## src/rtl/warp_scheduler.sv

```systemverilog
// Round-robin warp issue stage between instruction buffer and SIMT unit.
// Optional counters enabled by defining WARP_SCHED_STATS_EN.
module warp_scheduler #(
    parameter int NUM_WARPS        = 8,
    parameter int THREADS_PER_WARP = 32
) (
    input  logic                        clk,
    input  logic                        rst_n,
    input  logic [31:0]                 instruction_in,
    input  logic                        instruction_valid,
    output logic                        instruction_ready,
    output logic [31:0]                 instruction_out,
    output logic [THREADS_PER_WARP-1:0] thread_mask,
    output logic [5:0]                  warp_id_out,
    output logic                        warp_valid,
    input  logic                        execution_ready,
    input  logic                        memory_stall,
    input  logic [5:0]                  stalled_warp_id
`ifdef WARP_SCHED_STATS_EN
    ,
    output logic [31:0]                 issue_count,
    output logic [31:0]                 stall_cycles
`endif
);

    localparam logic [THREADS_PER_WARP-1:0] FULL_MASK = '1;

    logic [NUM_WARPS-1:0]        stall_q, stall_d;
    logic [5:0]                  rr_ptr_q, rr_ptr_d;
    logic [31:0]                 instr_q, instr_d;
    logic [THREADS_PER_WARP-1:0] mask_q, mask_d;
    logic [5:0]                  wid_q, wid_d;
    logic                        wvalid_q, wvalid_d;

    logic [5:0] sel_id;
    logic       any_eligible;
    logic       issue;

    // Pick the unstalled warp closest to rr_ptr in circular order.
    always_comb begin
        int best_d;
        int d;
        best_d       = NUM_WARPS;
        d            = 0;
        sel_id       = '0;
        any_eligible = 1'b0;
        for (int w = 0; w < NUM_WARPS; w++) begin
            if (w >= int'(rr_ptr_q)) d = w - int'(rr_ptr_q);
            else                     d = w + NUM_WARPS - int'(rr_ptr_q);
            if (!stall_q[w] && d < best_d) begin
                best_d       = d;
                sel_id       = 6'(w);
                any_eligible = 1'b1;
            end
        end
    end

    assign instruction_ready = execution_ready && any_eligible;
    assign issue             = instruction_valid && instruction_ready;

    // Level-based stall write; ids beyond the warp count match nothing.
    always_comb begin
        stall_d = stall_q;
        for (int w = 0; w < NUM_WARPS; w++) begin
            if (6'(w) == stalled_warp_id) stall_d[w] = memory_stall;
        end
    end

    // Issue datapath: load on issue, hold otherwise; valid is a strobe.
    always_comb begin
        instr_d  = instr_q;
        mask_d   = mask_q;
        wid_d    = wid_q;
        rr_ptr_d = rr_ptr_q;
        wvalid_d = issue;
        if (issue) begin
            instr_d  = instruction_in;
            mask_d   = FULL_MASK;
            wid_d    = sel_id;
            rr_ptr_d = (int'(sel_id) == NUM_WARPS - 1) ? 6'd0 : sel_id + 6'd1;
        end
    end

    // State registers with synchronous active-low reset.
    always_ff @(posedge clk) begin
        if (!rst_n) begin
            stall_q  <= '0;
            rr_ptr_q <= '0;
            instr_q  <= '0;
            mask_q   <= '0;
            wid_q    <= '0;
            wvalid_q <= 1'b0;
        end else begin
            stall_q  <= stall_d;
            rr_ptr_q <= rr_ptr_d;
            instr_q  <= instr_d;
            mask_q   <= mask_d;
            wid_q    <= wid_d;
            wvalid_q <= wvalid_d;
        end
    end

    assign instruction_out = instr_q;
    assign thread_mask     = mask_q;
    assign warp_id_out     = wid_q;
    assign warp_valid      = wvalid_q;

`ifdef WARP_SCHED_STATS_EN
    logic [31:0] issue_cnt_q, issue_cnt_d;
    logic [31:0] stall_cyc_q, stall_cyc_d;

    // Count issues and cycles lost to every warp being stalled.
    always_comb begin
        issue_cnt_d = issue_cnt_q;
        stall_cyc_d = stall_cyc_q;
        if (issue) issue_cnt_d = issue_cnt_q + 32'd1;
        if (instruction_valid && execution_ready && !any_eligible)
            stall_cyc_d = stall_cyc_q + 32'd1;
    end

    // Statistics counter registers.
    always_ff @(posedge clk) begin
        if (!rst_n) begin
            issue_cnt_q <= '0;
            stall_cyc_q <= '0;
        end else begin
            issue_cnt_q <= issue_cnt_d;
            stall_cyc_q <= stall_cyc_d;
        end
    end

    assign issue_count  = issue_cnt_q;
    assign stall_cycles = stall_cyc_q;
`endif

endmodule

```

## config.mk

```make
export PLATFORM = sky130hd
export DESIGN_NAME = warp_scheduler
export DESIGN_NICKNAME = d
export VERILOG_FILES = /design/src/rtl/warp_scheduler.sv
export SDC_FILE = /design/constraint.sdc
export NUM_CORES = 1
export LEC_CHECK = 0
export CORE_MARGIN = 2
export CORE_UTILIZATION = 28
export CTS_CLUSTER_DIAMETER = 120
export DETAILED_ROUTE_END_ITERATION = 8
export SLEW_MARGIN = 20
export SYNTH_ARGS = -nofsm -noshare
export SYNTH_HDL_FRONTEND = slang
export SYNTH_SLANG_ARGS = --single-unit
```

## constraint.sdc

```tcl
create_clock -name clk -period 18.4 [get_ports clk]
set_clock_uncertainty 0.1 [all_clocks]
set_input_delay 3.68 -clock clk [delete_from_list [all_inputs] [get_ports clk]]
set_output_delay 3.68 -clock clk [all_outputs]
set_load 0.005 [all_outputs]
```

==> reports/results.txt <==
Register bit total from synthesis = 49
Skew-Pair Late Insertion Delay = 290 ps
Crit path kind = reg2out
Ports = 115
Netlist cell types = 76
Final period utilization = 0.956
ANT cells = 0
Antenna-violating nets left = 0
Hold path start = instruction_out[10]
Most frequent cell after synthesis = nand2_1
Post-synth top area share = 0.206
H-tree depth = 2
Asr flop ratio synth = 0
Status = finished, final reports clean
Non-Filler Instances = 902
Total CTS buffers = 5
Initial antenna violation count = 0
Synth area leaders = dfxtp_1 (21%), ha_1 (13%), mux2i_1 (11%)
Top FF cell, synth = dfxtp_1
Post-synth top area cell = dfxtp_1
Share of cells above drive strength 1 = 0.0968
Slew @ Worst Pin = 912 ps
Crit-path slowest cell = or4b_4
Reg-to-reg critical path startpoint = rr_ptr_q[1]
Final setup fails = 0
Hold Crit Class = reg2reg
Worst-path fanout max = 12
TritonRoute pass-1 iters = 6
CTS tree = done
CP peak stage delay = 550 ps
P&R area growth vs syn = 27.6%
Die H = 135 µm
DR DRC count = 0
Synth top cells by count = nand2_1 (105), mux2i_1 (53), dfxtp_1 (49)
Fin. max-slew vios = 0
Final HPWL DP = 10.2 mm
Post-Synthesis Cells = 603
Max-cap viol count = 0
Synthesis Warnings = 0
Clock sinks = 49
Area after DPL = 5850 µm²
Syn_area_per_cell = 7.91 µm²
Worst Setup Start Kind = register
Total Nets Final = 772
Final hold slack = 358 ps
First-pass GRT wire length = 21.2 mm
Initial drt markers = 309
Crit path DAT = 13810 ps
Die area = 18100 µm²
Gr usage total = 0.143
Vias per cell = 4.93
Hold_buf cts = 0
Crit. Startpoint = rr_ptr_q[1]
Dpl cells = 890
Port Buf Inserts = 111
Final Hold Vio Count = 0
Grt total ovfl = 0
CP most frequent cell = ha_1
Vias in the first global route = 4144
Fmax = 56.9 MHz
Count of flip-flops with a built-in enable after synthesis = 0
Largest net degree at the start of global routing = 77
Finished Cell Area = 6090 µm²
Max clock buf depth = 2
Number of fill cells in the layout = 1748
Fraction of the yosys area taken by sequential cells = 0.206
Clk slew on worst S/H paths = 70 ps
Slew HR = 0.391
CTS root buf = clkbuf_16
Routability-driven placement congestion ratio = 0.846
CP Capture Type = output pin
Total number of vias = 4451
Initial Utilization = 0.287
Req. time, crit path = 14620 ps
Crit path time final = 17590 ps
Cell row count = 47
Chip width = 135 µm
Core Box Area = 16600 µm²
Post-Syn Area = 4770 µm²
Total Wirelength = 13.4 mm
Routed wire per std cell = 14.9 µm
## registers in the layout, indices dropped and copies added (netlist names)
| register | count |
|---|---|
| stall_q | 8 |
| rr_ptr_q | 4 |
| warp_valid | 1 |
| thread_mask | 1 |
| warp_id_out | 3 |
| instruction_out | 32 |
## per-stage QoR
| step | worst slack (ps) | setup TNS (ps) | util |
|---|---|---|---|
| 2_1_floorplan | 1520 | 0 | - |
| 3_3_place_gp | 1130 | 0 | 0.352 |
| 3_5_place_dp | 842 | 0 | 0.352 |
| 4_1_cts | 506 | 0 | 0.360 |
| 5_1_grt | -5.51 | -5.51 | 0.366 |
| 6_report | 815 | 0 | 0.366 |
## routing by layer
layer  vias to the layer above  routed length (µm)  share of wire  GRT usage
li1                       2249                   -              -          -
met1                      2049                5980           0.45      0.188
met2                       131                6540           0.49      0.248
met3                        22                 591          0.044     0.0154
met4                         0                 297          0.022     0.0380
met5                         -                   0              0          0
## area by class of cell
type                            count  area [µm²]  area share
Clock inverter                      2        13.8     0.00226
Multi-Input combinational cell    471        3370       0.553
Timing Repair Buffer              126        1220       0.200
Tap cell                          220         275      0.0452
Inverter                           28         105      0.0173
Sequential cell                    49         981       0.161
Clock buffer                        6         129      0.0212
## worst paths after layout
kind / cells after the start / slack, ps / end
setup / recovery: 64 / 810 / instruction_ready
hold / removal: 2 / 360 / instruction_out[10]
setup reg to reg: 65 / 4320 / rr_ptr_q[1]
hold reg to reg: 2 / 360 / instruction_out[10]
## logic make-up (layout without fill, tap and decap cells)
family,after synthesis,after routing,synth area share
multiplexers,61,61,0.131
flip-flops,49,49,0.206
adder cells (fa/ha/maj),50,50,0.130
AO/OA/AOI/OAI,127,127,0.196
other,1,6,0.000786
buffers and inverters,88,162,0.108
XOR/XNOR,9,9,0.0165
AND/OR/NAND/NOR,218,218,0.212
## placed cells by master (no fill, tap or decap), types with 8 or more instances in the layout
master           Yosys  routed
a21o_1               9       9
nand2_1            105     105
nor2_1              38      38
dfxtp_1             49      49
nor2b_1              8       8
nand2b_1            11      11
ha_1                48      46
inv_1               26      26
mux2i_1             53      51
a21oi_1             34      33
o21ai_0             19      19
buf_4               34      15
nand3_1             19      19
o211ai_1             8       8
clkdlybuf4s50_1      0     110
## worst max-delay path: cells and delay by family (launching register included)
family          cells  cell delay [ps]
fa+ha+maj           8             2170
flops               1              320
simple gates       17             2960
mux                 8             2030
buf+inv             7             1270
compound gates     24             4740
## what timing repair did
action / 4_1_cts / 5_1_grt
buffers inserted: 0 / 4
setup endpoints to repair: 0 / 1
resized for setup: 0 / 14
Power is not shown: default switching activity piles up to over one toggle a cycle in this logic, so the estimate is an artifact.
